===== src/rtl/div_unit_pkg.sv =====
// rtl/div_unit_pkg.sv - shared CPU defines: ALU op codes, divider states and sizing
//
// Contents:
//   ALU_OP_*            8-bit ALU operation codes decoded in the ID stage
//   DIV_CYCLES_DEFAULT  iteration count of the 32-bit restoring divider
//   DIV_CNT_W           width of the divider iteration counter
//   div_state_e         divider FSM encoding
//   cond_neg()          two's-complement negate when requested
package div_unit_pkg;

  // ALU operation codes shared by decode and execute.
  localparam logic [7:0] ALU_OP_NOP   = 8'b0000_0000;
  localparam logic [7:0] ALU_OP_AND   = 8'b0010_0100;
  localparam logic [7:0] ALU_OP_OR    = 8'b0010_0101;
  localparam logic [7:0] ALU_OP_XOR   = 8'b0010_0110;
  localparam logic [7:0] ALU_OP_ADD   = 8'b0010_0000;
  localparam logic [7:0] ALU_OP_SUB   = 8'b0010_0010;
  localparam logic [7:0] ALU_OP_MULT  = 8'b0001_1000;
  localparam logic [7:0] ALU_OP_MULTU = 8'b0001_1001;
  localparam logic [7:0] ALU_OP_DIV   = 8'b0001_1010;
  localparam logic [7:0] ALU_OP_DIVU  = 8'b0001_1011;

  // One quotient bit per cycle for a 32-bit dividend.
  localparam int DIV_CYCLES_DEFAULT = 32;
  // Counter must reach DIV_CYCLES-1 = 31; one spare bit keeps the increment clean.
  localparam int DIV_CNT_W          = 6;

  typedef enum logic [1:0] {
    DIV_IDLE    = 2'd0,
    DIV_BY_ZERO = 2'd1,
    DIV_ON      = 2'd2,
    DIV_END     = 2'd3
  } div_state_e;

  // Negating 0x80000000 yields 0x80000000, which is also its correct
  // unsigned magnitude, so this doubles as the absolute-value helper.
  function automatic logic [31:0] cond_neg(input logic [31:0] v, input logic neg);
    return neg ? (~v + 32'd1) : v;
  endfunction

endpackage


===== src/rtl/div_step.sv =====
// rtl/div_step.sv - one restoring shift-subtract step of the unsigned divider
//
// Ports:
//   rem_i      in  32  partial remainder before this step (always < divisor_i)
//   dvd_bit_i  in  1   next dividend bit shifted into the remainder
//   divisor_i  in  32  divisor magnitude (non-zero)
//   rem_o      out 32  partial remainder after this step
//   q_bit_o    out 1   quotient bit produced by this step
module div_step (
  input  logic [31:0] rem_i,
  input  logic        dvd_bit_i,
  input  logic [31:0] divisor_i,
  output logic [31:0] rem_o,
  output logic        q_bit_o
);

  // The shifted remainder can need 33 bits when the divisor is above 2^31,
  // so the trial subtraction is 33 bits wide plus a borrow bit.
  logic [32:0] minuend;
  logic [33:0] trial;
  logic        unused_msb;

  always_comb begin
    minuend = {rem_i, dvd_bit_i};
    trial   = {1'b0, minuend} - {2'b00, divisor_i};
    q_bit_o = ~trial[33];
    // Either branch is below the divisor, so bit 32 is always zero here.
    rem_o   = trial[33] ? minuend[31:0] : trial[31:0];
  end

  assign unused_msb = trial[32] ^ minuend[32];

endmodule


===== src/rtl/div_unit.sv =====
// rtl/div_unit.sv - multi-cycle DIV/DIVU unit with annul and hi/lo result
//
// Ports:
//   clk         in  1   rising-edge clock
//   resetn      in  1   asynchronous reset, active low
//   start       in  1   request a divide (E-stage is_div)
//   signed_div  in  1   1 = DIV (signed), 0 = DIVU
//   opdata1     in  32  dividend (rs)
//   opdata2     in  32  divisor (rt)
//   annul       in  1   abort current operation (exception flush)
//   result      out 64  {hi = remainder, lo = quotient}, valid while ready
//   ready       out 1   one-cycle result-valid pulse
module div_unit
  import div_unit_pkg::*;
#(
  parameter int DIV_CYCLES = DIV_CYCLES_DEFAULT
) (
  input  logic        clk,
  input  logic        resetn,
  input  logic        start,
  input  logic        signed_div,
  input  logic [31:0] opdata1,
  input  logic [31:0] opdata2,
  input  logic        annul,
  output logic [63:0] result,
  output logic        ready
);

  localparam logic [DIV_CNT_W-1:0] LAST_STEP = DIV_CNT_W'(DIV_CYCLES - 1);

  div_state_e           state_q, state_d;
  logic [DIV_CNT_W-1:0] cnt_q, cnt_d;
  logic                 signed_q, signed_d;
  logic                 dvd_neg_q, dvd_neg_d;
  logic                 dvs_neg_q, dvs_neg_d;
  // dvd_q starts as the dividend magnitude and is shifted left each step;
  // quotient bits enter at the bottom, so after the last step it holds
  // the quotient magnitude.
  logic [31:0]          dvd_q, dvd_d;
  logic [31:0]          dvs_q, dvs_d;
  logic [31:0]          rem_q, rem_d;
  logic [63:0]          result_q, result_d;
  logic                 ready_q, ready_d;

  logic [31:0]          step_rem;
  logic                 step_qbit;
  logic [31:0]          quot_next;
  logic                 neg_quot;
  logic                 neg_rem;

  div_step u_step (
    .rem_i     (rem_q),
    .dvd_bit_i (dvd_q[31]),
    .divisor_i (dvs_q),
    .rem_o     (step_rem),
    .q_bit_o   (step_qbit)
  );

  assign quot_next = {dvd_q[30:0], step_qbit};
  // Quotient is negative when signs differ; remainder follows the dividend.
  assign neg_quot  = signed_q & (dvd_neg_q ^ dvs_neg_q);
  assign neg_rem   = signed_q & dvd_neg_q;

  always_comb begin
    state_d   = state_q;
    cnt_d     = cnt_q;
    signed_d  = signed_q;
    dvd_neg_d = dvd_neg_q;
    dvs_neg_d = dvs_neg_q;
    dvd_d     = dvd_q;
    dvs_d     = dvs_q;
    rem_d     = rem_q;
    result_d  = result_q;
    ready_d   = 1'b0;

    case (state_q)
      DIV_IDLE: begin
        if (start) begin
          result_d = '0;
          if (opdata2 == 32'd0) begin
            state_d = DIV_BY_ZERO;
          end else begin
            signed_d  = signed_div;
            dvd_neg_d = signed_div & opdata1[31];
            dvs_neg_d = signed_div & opdata2[31];
            dvd_d     = cond_neg(opdata1, signed_div & opdata1[31]);
            dvs_d     = cond_neg(opdata2, signed_div & opdata2[31]);
            rem_d     = '0;
            cnt_d     = '0;
            state_d   = DIV_ON;
          end
        end
      end

      DIV_BY_ZERO: begin
        result_d = '0;
        ready_d  = 1'b1;
        state_d  = DIV_END;
      end

      DIV_ON: begin
        rem_d = step_rem;
        dvd_d = quot_next;
        cnt_d = cnt_q + DIV_CNT_W'(1);
        if (cnt_q == LAST_STEP) begin
          // 0x80000000 / -1 falls out naturally: magnitude 0x80000000
          // negates to itself, giving the required wrapped quotient.
          result_d = {cond_neg(step_rem, neg_rem), cond_neg(quot_next, neg_quot)};
          ready_d  = 1'b1;
          state_d  = DIV_END;
        end
      end

      DIV_END: begin
        state_d = DIV_IDLE;
      end

      default: begin
        state_d = DIV_IDLE;
      end
    endcase

    // Flush wins over everything, including a pending start or completion.
    if (annul) begin
      state_d  = DIV_IDLE;
      cnt_d    = '0;
      result_d = '0;
      ready_d  = 1'b0;
    end
  end

  always_ff @(posedge clk or negedge resetn) begin
    if (!resetn) begin
      state_q   <= DIV_IDLE;
      cnt_q     <= '0;
      signed_q  <= 1'b0;
      dvd_neg_q <= 1'b0;
      dvs_neg_q <= 1'b0;
      dvd_q     <= '0;
      dvs_q     <= '0;
      rem_q     <= '0;
      result_q  <= '0;
      ready_q   <= 1'b0;
    end else begin
      state_q   <= state_d;
      cnt_q     <= cnt_d;
      signed_q  <= signed_d;
      dvd_neg_q <= dvd_neg_d;
      dvs_neg_q <= dvs_neg_d;
      dvd_q     <= dvd_d;
      dvs_q     <= dvs_d;
      rem_q     <= rem_d;
      result_q  <= result_d;
      ready_q   <= ready_d;
    end
  end

  assign result = result_q;
  assign ready  = ready_q;

endmodule


===== config.mk =====
export PLATFORM = sky130hd
export DESIGN_NAME = div_unit
export DESIGN_NICKNAME = d
export VERILOG_FILES = /design/src/rtl/div_unit_pkg.sv /design/src/rtl/div_step.sv /design/src/rtl/div_unit.sv
export SDC_FILE = /design/constraint.sdc
export NUM_CORES = 1
export LEC_CHECK = 0
export BUFFER_PORTS_ARGS = -buffer_cell sky130_fd_sc_hd__buf_2
export CAP_MARGIN = 10
export CORE_MARGIN = 2
export CORE_UTILIZATION = 60
export DETAILED_ROUTE_END_ITERATION = 10
export GPL_TIMING_DRIVEN = 0
export PLACE_DENSITY = 0.82
export SYNTH_ARGS = -nofsm -noshare
export SYNTH_HDL_FRONTEND = slang
export SYNTH_HIERARCHICAL = 1
export SYNTH_SLANG_ARGS = --single-unit

===== constraint.sdc =====
create_clock -name clk -period 4.8 [get_ports clk]
set_input_delay 0.96 -clock clk [delete_from_list [all_inputs] [get_ports clk]]
set_output_delay 0.96 -clock clk [all_outputs]
set_load 0.03 [all_outputs]

==> results of run 1 <==
## final timing paths
check                      cells past startpoint        from         end  slack [ns]
setup reg to reg                              17    dvs_q[1]  result[59]        0.19
min in group clk                               2  result[21]  result[21]        0.48
hold reg to reg                                2  result[21]  result[21]        0.48
max in group asynchronous                      2      resetn   rem_q[12]        3.43
hold / removal                                 1      resetn  result[15]        0.48
setup / recovery                              17    dvs_q[1]  result[59]        0.19
## cells in the mapped netlist (3+ instances only)
library cell / count / share of area (%)
o21bai_1: 4 / 0.26
or2_2: 7 / 0.37
a21o_1: 15 / 0.96
o211ai_1: 4 / 0.26
mux2i_1: 12 / 1.0
and4_1: 3 / 0.22
nand4_1: 14 / 0.74
a31oi_1: 13 / 0.69
nand3_1: 40 / 1.7
a21oi_1: 77 / 3.3
o21a_1: 5 / 0.32
or4_1: 8 / 0.51
xor2_1: 70 / 5.2
nor3_1: 26 / 1.1
xnor2_1: 67 / 5.0
and3_1: 6 / 0.32
o32ai_1: 3 / 0.22
mux2_2: 8 / 0.77
buf_2: 14 / 0.60
and2_1: 6 / 0.32
ha_1: 40 / 4.3
o21ai_1: 6 / 0.26
o41ai_1: 16 / 1.2
o21ai_0: 175 / 7.4
nor3b_1: 3 / 0.19
buf_1: 7 / 0.22
a211o_1: 4 / 0.30
or3_1: 11 / 0.58
a21boi_0: 3 / 0.19
o22ai_1: 3 / 0.16
nand2b_1: 4 / 0.21
nand3b_1: 3 / 0.19
nand2_1: 279 / 8.9
clkbuf_1: 47 / 1.5
buf_4: 4 / 0.26
a211oi_1: 4 / 0.26
dfrtp_1: 172 / 37
o31ai_1: 57 / 3.6
inv_1: 65 / 2.1
nor4_1: 16 / 0.85
nor2_1: 89 / 2.8
## logic make-up after synthesis
| family | synth area share (%) |
|---|---|
| adder cells (fa/ha/maj) | 4.42 |
| AND/OR/NAND/NOR | 19.9 |
| buffers and inverters | 4.81 |
| XOR/XNOR | 10.2 |
| AO/OA/AOI/OAI | 22.2 |
| multiplexers | 1.91 |
| flip-flops | 36.6 |
## through the flow
step	hold WS, ns	power, uW	utilization, %
floorplan	0.440	7150	-
global placement	0.458	8870	66.0
detailed placement	0.465	9050	66.2
CTS	0.481	10600	69.3
global route	0.498	11800	69.6
finish	0.475	11100	69.6
## cell usage in the layout (no fill, tap or decap), drive strengths merged, types with 17 or more instances in the layout
cell type and n:
inv 74, o31ai 58, o21ai 181, a21oi 79
ha 40, nand2 279, nor4 17, buf 161
clkbuf 65, nor2 89, xnor2 67, xor2 70
dfrtp 172, o41ai 17, nand3 40, nor3 27
## state kept, by name, indices dropped and copies added (netlist names)
name       cells
dvd_neg_q      1
state_q        2
dvd_q         32
dvs_neg_q      1
ready          1
dvs_q         32
cnt_q          6
signed_q       1
rem_q         32
result        64
## cell type report
cell class	count	area, sq um	share of cell area (%)
Inverter	67	251	1.87
Clock buffer	18	439	3.26
Clock inverter	14	155	1.15
Buffer	73	319	2.37
Tap cell	265	332	2.46
Multi-Input combinational cell	1142	6940	51.6
Timing Repair Buffer	135	713	5.30
Sequential cell	172	4300	32.0
## worst max-delay path: cells and delay by family (launching register included)
kind                       cells  cell delay, ns
DFF                            1            0.36
xor gates and xnor gates       1            0.15
AOI/OAI and AO/OA              6            1.50
buffers and inverters          3            0.62
and+or+nand+nor                6            1.59
adders and majority gates      1            0.30
## metal layers
layer / vias to the layer above / global-route usage (%)
li1: 5439 / -
met1: 5544 / 49.8
met2: 569 / 52.8
met3: 57 / 7.55
met4: 0 / 10.4
met5: - / 0
## power groups by stage
stage	Sequential, uW	Clock (uW)	Combinational [uW]
finish	2390	1410	7270
global route	2420	1470	7920
CTS	2350	1410	6810
detailed placement	2370	0	6680
global placement	2340	0	6530
floorplan	2260	0	4890
## timing repair
action,in CTS,in global routing
buffers inserted,0,2
pin swaps,0,3
endpoints found under the setup margin,11,16
gates cloned,0,0
resized for setup,5,11
==> flow_summary_export.csv, run 1 <==
group,metric,value,unit
placement,gp_congestion,0.972,
die,die_h,144,um
setup_path,path_class,"flop to flop",
power_and_ir_drop,ir_drop,0.481,mV
yosys,syn_area_per_cell,8.09,sq um
clock_tree,clkTransAtPathRegs,0.07,ns
power_and_ir_drop,p_per_area,823,mW/mm^2
status,status,"finished, final reports clean",
detailed_routing,vias_per_cell,6.16,
sta,finalSetupTns,0,ns
detailed_routing,wl_per_cell,18.6,um
placement,dpl.cell_count,1852,
placement,port_buffers,132,
die,die_w,144,um
detailed_routing,first_iter_violations,1139,
setup_path,cp_common_cell,"o21ai_0",
grt,grt_pass1_wl,55900,um
die,core_area,0.0193,sq mm
sta,tightest_slew,1.11,ns
sta,worst_slack,0.194,ns
sta,hold_viol_final,0,
grt,grt-ovfl-total,0,
clock_tree,cts.hold.buffers_added,0,
sta,fin_worst_skew,0.00726,ns
detailed_routing,drcViolationCount,0,
detailed_routing,first_pass_iters,6,
placement,dp_hpwl,27000,um
clock_tree,cts-buffers-inserted,17,
clock_tree,cts_sinks,172,
die,start_util,60.9,%
yosys,synth_edf_count,0,
clock_tree,cts_tree,"built",
sta,period_share,96.0,%
setup_path,cp_slowest_cell,"nor4_2",
finish,nets,1718,
power_and_ir_drop,combinationalPowerShare,65.7,%
setup_path,end_kind,"flop",
detailed_routing,finalWirelength,35200,um
detailed_routing,highest_layer,"met4",
finish,syn_to_final_growth,14.3,%
yosys,synth_ff_type,"dfrtp_1",
clock_tree,clock_latency,0.43,ns
yosys,synth_nets,1564,
yosys,yosys_warnings,6,
grt,grt_max_degree,97,
yosys,ys_seq_elements,172,
clock_tree,cts_buffer_depth,2,
finish,n_antenna_cell,0,
sta,drv_slew,0,
sta,fmax,0.217,GHz
setup_path,critPathMaxStageDelay,0.53,ns
worst_hold_path,hold_path_class,"input port to asynchronous set/reset pin",
power_and_ir_drop,p_sw_share,53.7,%
power_and_ir_drop,p_leak,0.00615,uW
detailed_routing,detail-route-antenna-nets,0,
die,num_rows,51,
finish,n_fill_cell,1606,
power_and_ir_drop,p_switching,5940,uW
placement,dpl_cell_area,0.0128,sq mm
clock_tree,cts_root_buffer,"clkbuf_16",
yosys,netlist_area,0.0118,sq mm
finish,fin_cells,1886,
setup_path,cp.arrival,4.96,ns
die,ios,134,
sta,slew_headroom,25.7,%
setup_path,crit_required,5.15,ns
placement,place_ws,-0.213,ns
finish,drive_above_1_share,14.1,%
detailed_routing,drt-met1-wl,15700,um
clock_tree,htreeDepth,4,
grt,grt_usage,34.6,%
grt,grt_pass1_vias,10741,
setup_path,cp_max_fo,10,
setup_path,path_cells,"inv_1, ha_1, nor2b_1, o2111a_1, o2111ai_2, a311oi_2, nor3_4, clkbuf_2, nand2_1, o21ai_0, nor4_2, nand4_1, buf_4, nor4_4, a31oi_1, xnor2_1, o21ai_0",
grt,antenna_found_initial,0,
sta,fin_crit,4.61,ns
detailed_routing,via_count,11609,
sta,finalSetupViolations,0,
power_and_ir_drop,seq_power_share,21.6,%
detailed_routing,wl_met2,15500,um
setup_path,crit_path_start_kind,"flop",
finish,fin_area,0.0135,sq mm
yosys,syn_inst,1454,
yosys,synthArstFlopShare,100,%
power_and_ir_drop,p_clk_share,12.7,%
power_and_ir_drop,intPower,5130,uW
detailed_routing,wl_met3,3260,um
job,drv_cap,0,
yosys,synth_seq_area_share,36.6,%
die,dieArea,0.0208,sq mm
yosys,synth.distinct_cells,75,
Note: power is estimated with default switching activity, not from simulation.
==> inputs of run 2 (changes only) <==
Settings changed: CORE_UTILIZATION 60 to 65, PLACE_DENSITY 0.82 to 0.87, SLEW_MARGIN set to 0.
Clock period 4.8 ns to 5.4 ns, I/O delays scaled along.
==> run 2 against run 1 <==
  * Flip-flop and latch count unchanged
  * Core utilization is 5.2 points higher
  * Clock power down 13%
  * Worst setup slack gained 0.21 ns
  * Global-route usage increased by 0.52 points
  * Via count fell by 0.34%
  * Maximum frequency decreased by 7.9%
  * Highest routed layer unchanged
==> flow_summary_export.csv, run 2 (synthesis results as in run 1) <==
group,metric,value,unit
die,start_util,66.0,%
die,die_h,139,um
clock_tree,cts.hold.buffers_added,0,
detailed_routing,wl_per_cell,18.2,um
setup_path,crit_end,"result[59]",
setup_path,end_kind,"flop",
die,num_rows,49,
setup_path,rr_endpoint,"result[59]",
clock_tree,cts_tree,"built",
setup_path,cp_max_fo,10,
detailed_routing,first_iter_violations,1261,
finish,n_fill_cell,1369,
clock_tree,htreeDepth,4,
die,ios,134,
finish,syn_to_final_growth,13.4,%
power_and_ir_drop,ir_drop,0.406,mV
grt,grt_pass1_vias,10907,
sta,period_share,92.6,%
clock_tree,clock_latency,0.44,ns
setup_path,r2r_cells,16,
finish,layout_common_cells,"279 x nand2_1, 174 x o21ai_0, 172 x dfrtp_1",
placement,dp_hpwl,25800,um
finish,nets,1716,
setup_path,path_depth,16,
sta,fmax,0.200,GHz
grt,grt_max_degree,119,
setup_path,crit_path_start_kind,"flop",
grt,grt_usage,35.2,%
grt,antenna_found_initial,0,
setup_path,crit_required,5.75,ns
power_and_ir_drop,p_per_area,712,mW/mm^2
sta,hold_viol_final,0,
setup_path,critPathMaxStageDelay,0.65,ns
finish,largest_register_ffs,64,
setup_path,worstSetupStartpoint,"dvs_q[4]",
detailed_routing,via_count,11569,
sta,tightest_slew,1.16,ns
clock_tree,cts_buffer_depth,2,
grt,grt_pass1_wl,54900,um
sta,rsz0062_at_grt,"no",
setup_path,worst_path_dominant_cell_family,"simple AND/OR/NAND/NOR gates",
setup_path,path_class,"flop to flop",
placement,gp_congestion,0.995,
finish,drive_above_1_share,13.7,%
placement,port_buffers,132,
setup_path,cp.arrival,5.35,ns
placement,place_ws,0.350,ns
sta,finalSetupViolations,0,
sta,fin_worst_skew,0.00886,ns
setup_path,path_buf_inv,3,
job,drv_cap,0,
clock_tree,clkTransAtPathRegs,0.07,ns
die,dieArea,0.0192,sq mm
grt,grt-ovfl-total,0,
clock_tree,cts_root_buffer,"clkbuf_16",
sta,worst_slack,0.401,ns
finish,n_antenna_cell,0,
detailed_routing,vias_per_cell,6.26,
worst_hold_path,hold_path_class,"flop to flop",
setup_path,cp_slowest_cell,"or4_1",
placement,dpl.cell_count,1816,
detailed_routing,first_pass_iters,6,
sta,drv_slew,0,
die,core_area,0.0178,sq mm
detailed_routing,detail-route-antenna-nets,0,
die,die_w,139,um
detailed_routing,drcViolationCount,0,
finish,finish.utilization,74.8,%
finish,multiInputGateArea,0.00691,sq mm
setup_path,rrSetupSlack,0.40,ns
status,status,"finished, final reports clean",
setup_path,path_cells,"inv_1, ha_1, buf_2, o2111a_1, o2111ai_2, a311oi_2, nor3_4, clkbuf_1, nand2_1, o21ai_0, or4_1, or4_1, nor4_2, a31oi_1, xnor2_1, o21ai_0",
sta,fin_crit,5.00,ns
detailed_routing,finalWirelength,33700,um
power_and_ir_drop,p_leak,0.00613,uW
finish,fin_cells,1848,
clock_tree,post_cts_buffers,0,
setup_path,r2r_start,"dvs_q[4]",
sta,slew_headroom,22.6,%
finish,layout_commonest_cell,"nand2_1",
sta,finalSetupTns,0,ns
finish,register_area,0.00430,sq mm
clock_tree,cts_sinks,172,
clock_tree,cts-buffers-inserted,17,
-- run 2: cell count changes in the layout (fill, tap and decap cells not counted), moves of 2 or more --
cell        delta
o21ai_0        +4
o21ai_1        -4
clkinv_4       +3
buf_4          -2
clkinvlp_4     -2
-- run 2: what timing repair did --
item                                    4_1_cts  5_1_grt
resized for setup                             0        4
endpoints found under the hold margin         0        0
endpoints found under the setup margin        0        9
-- run 2: where the power goes --
group | total, uW | switching, uW | leakage (uW) | internal, uW
sequential | 2090 | 422 | 0.00228 | 1670
clock | 1220 | 593 | 0.000289 | 630
combinational | 6190 | 4120 | 0.00356 | 2070
total | 9500 | 5130 | 0.00613 | 4370
-- run 2: stage by stage --
step / total power, uW / area [sq um] / hold WS [ns]
2_1_floorplan: 6360 / 11800 / 0.440
4_1_cts: 9240 / 13300 / 0.479
5_1_grt: 10100 / 13300 / 0.502
3_3_place_gp: 7780 / 12700 / 0.457
3_5_place_dp: 7950 / 12800 / 0.464
6_report: 9500 / 13300 / 0.474
-- run 2: worst min-delay path by stage --
| stage | end | slack (ns) | startpoint | cells past startpoint |
|---|---|---|---|---|
| 6_report | result[38] | 0.47 | result[38] | 2 |
| 3_5_place_dp | result[41] | 0.46 | result[41] | 2 |
| 4_1_cts | result[41] | 0.48 | result[41] | 2 |
| 5_1_grt | rem_q[31] | 0.50 | rem_q[31] | 2 |
| 2_1_floorplan | rem_q[31] | 0.44 | rem_q[31] | 2 |
| 3_3_place_gp | result[12] | 0.46 | result[12] | 2 |
-- run 2: metal layers --
metal | GRT usage [%] | vias to the layer above | wire, um
met1 | 51.2 | 5406 | 14500
met3 | 8.11 | 80 | 3680
met2 | 52.2 | 640 | 14700
met4 | 11.9 | 0 | 811
li1 | - | 5443 | -
met5 | 0 | - | 0
-- run 2: cell type report --
cell class | instances | area share [%]
timing repair buffer | 133 | 5.23
buffer | 73 | 2.36
clock inverter | 14 | 1.11
inverter | 67 | 1.88
tap | 229 | 2.15
clock buffer | 18 | 3.29
sequential | 172 | 32.2
multi-input combinational | 1142 | 51.7
-- run 2: tightest hold or removal path, delay by kind of cell (launching register included) --
family	cells	cell delay [ns]
DFF	1	0.34
and+or+nand+nor	1	0.05
AOI/OAI and AO/OA	1	0.05
==> inputs of run 3 (changes only) <==
Settings changed: CORE_UTILIZATION 65 to 54, PLACE_DENSITY 0.87 to 0.88.
Clock period 5.4 ns to 4.09 ns, I/O delays scaled along.
==> run 3 against run 2 <==
  * The run now ends with setup timing left
  * Non-clock buffer count grew 25
  * Sequential share of layout area is 1.6 points lower
  * Via count rose by 3.3%
  * Critical path type unchanged
==> flow_summary_export.csv, run 3 (synthesis results as in run 1) <==
group,metric,value,unit
sta,holdWs,0.287,ns
grt,antenna_found_initial,0,
worst_hold_path,hold_path_class,"input port to asynchronous set/reset pin",
finish,drive_above_1_share,19.2,%
detailed_routing,detail-route-antenna-nets,0,
sta,fmax,0.228,GHz
detailed_routing,via_count,11946,
placement,port_buffers,132,
clock_tree,cts_tree,"built",
die,die_h,152,um
grt,grt_max_degree,121,
die,die_w,152,um
die,core_area,0.0216,sq mm
finish,syn_to_final_growth,19.4,%
clock_tree,cts_sinks,172,
grt,grt_pass1_wl,57600,um
die,ios,134,
clock_tree,htreeDepth,4,
setup_path,path_class,"flop to flop",
finish,n_fill_cell,1749,
setup_path,crit_required,4.39,ns
setup_path,crit_path_start_kind,"flop",
detailed_routing,finalWirelength,37000,um
detailed_routing,drcViolationCount,0,
setup_path,end_kind,"flop",
die,start_util,54.4,%
sta,slew_headroom,29.1,%
finish,largest_register_ffs,64,
clock_tree,cts_buffer_depth,2,
status,violations,"setup timing",
status,status,"finished with violations",
placement,dp_hpwl,26700,um
clock_tree,clock_latency,0.44,ns
finish,layout_commonest_cell,"nand2_1",
finish,nets,1741,
sta,finalSetupViolations,14,
sta,tightest_slew,1.06,ns
job,drv_cap,0,
die,dieArea,0.0230,sq mm
grt,busiest_layer,"met2",
finish,n_antenna_cell,0,
finish,layout_common_cells,"277 x nand2_1, 171 x dfrtp_1, 151 x o21ai_0",
placement,gp_congestion,0.948,
grt,grt_usage,31.9,%
grt,met1_usage,43.9,%
grt,grt_pass1_vias,11316,
detailed_routing,wl_per_cell,19.2,um
sta,fin_crit,4.39,ns
grt,grt-ovfl-total,0,
detailed_routing,first_iter_violations,1335,
sta,period_share,107,%
sta,worst_slack,-0.302,ns
sta,rsz0062_at_grt,"yes",
grt,gr-usage-met2,51.2,%
detailed_routing,vias_per_cell,6.21,
clock_tree,cts_root_buffer,"clkbuf_16",
die,num_rows,54,
clock_tree,cts-buffers-inserted,17,
detailed_routing,first_pass_iters,6,
sta,drv_slew,0,
sta,hold_viol_final,0,
setup_path,cp.arrival,4.69,ns
clock_tree,clkTransAtPathRegs,0.08,ns
setup_path,cp_max_fo,5,
grt,grt_use_met3,4.64,%
sta,fin_worst_skew,0.0128,ns
==> run 3: path summary, 6_finish.rpt <==
kind	startpoint	end	slack (ns)	cells after the start
min in group clk	result[8]	result[8]	0.47	2
worst max register to register	dvd_q[31]	result[61]	-0.30	18
worst max-delay path	dvd_q[31]	result[61]	-0.30	18
worst min-delay path	resetn	state_q[1]	0.29	1
max in group asynchronous	resetn	dvd_q[9]	2.82	2
worst min register to register	result[8]	result[8]	0.47	2
==> run 3: per-layer routing <==
metal | vias up | routed length (um) | part of all wire [%]
met5 | - | 0 | 0
met4 | 0 | 1230 | 3.3
met3 | 130 | 3460 | 9.4
met2 | 682 | 17000 | 46
met1 | 5649 | 15300 | 41
li1 | 5485 | - | -
==> run 3: cell type report <==
class                           count  area (sq um)  area share, %
Inverter                           67           251           1.79
Sequential cell                   172          4310           30.6
Multi-Input combinational cell   1142          7300           52.0
Clock buffer                       17           425           3.03
Clock inverter                     15           176           1.26
Timing Repair Buffer              159           897           6.38
Tap cell                          280           350           2.49
Buffer                             72           343           2.44
==> run 3: worst max-delay path, cell delays in order (launching register included) <==
cell and delay [ns]:
dfrtp_1 0.40, inv_2 0.09, ha_4 0.17, inv_2 0.04, fa_2 0.34, a21o_1 0.21, a31oi_4 0.20, nor2_2 0.07
o21a_1 0.21, o31ai_2 0.23, xnor2_1 0.10, mux2_4 0.29, or4_4 0.55, or4_4 0.49, nor4_4 0.26, buf_4 0.20
a21oi_2 0.07, xnor2_1 0.21, o21ai_0 0.11
==> run 3: through the flow <==
stage               area [sq um]  worst slack, ns  setup TNS, ns  cells  util (%)
detailed placement         12800           -0.717          -9.22   1867      59.4
floorplan                  11800           0.0236              0   1454         -
finish                     14100           -0.302          -2.72   1924      65.0
global route               14100           -0.370          -4.57   1924      65.0
CTS                        13700           -0.197          -1.44   1913      63.3
global placement           12800           -0.616         -69.12   1866      59.2
==> run 3: repair_timing <==
item	CTS	global route
setup buffers	15	11
endpoints found under the setup margin	22	33
hold buffers	0	0
pin swaps	23	25
cloned	0	0
gates resized for setup	39	82
Power of run 3 is not shown: default switching activity piles up to over one toggle a cycle in this logic, so the estimate is an artifact.
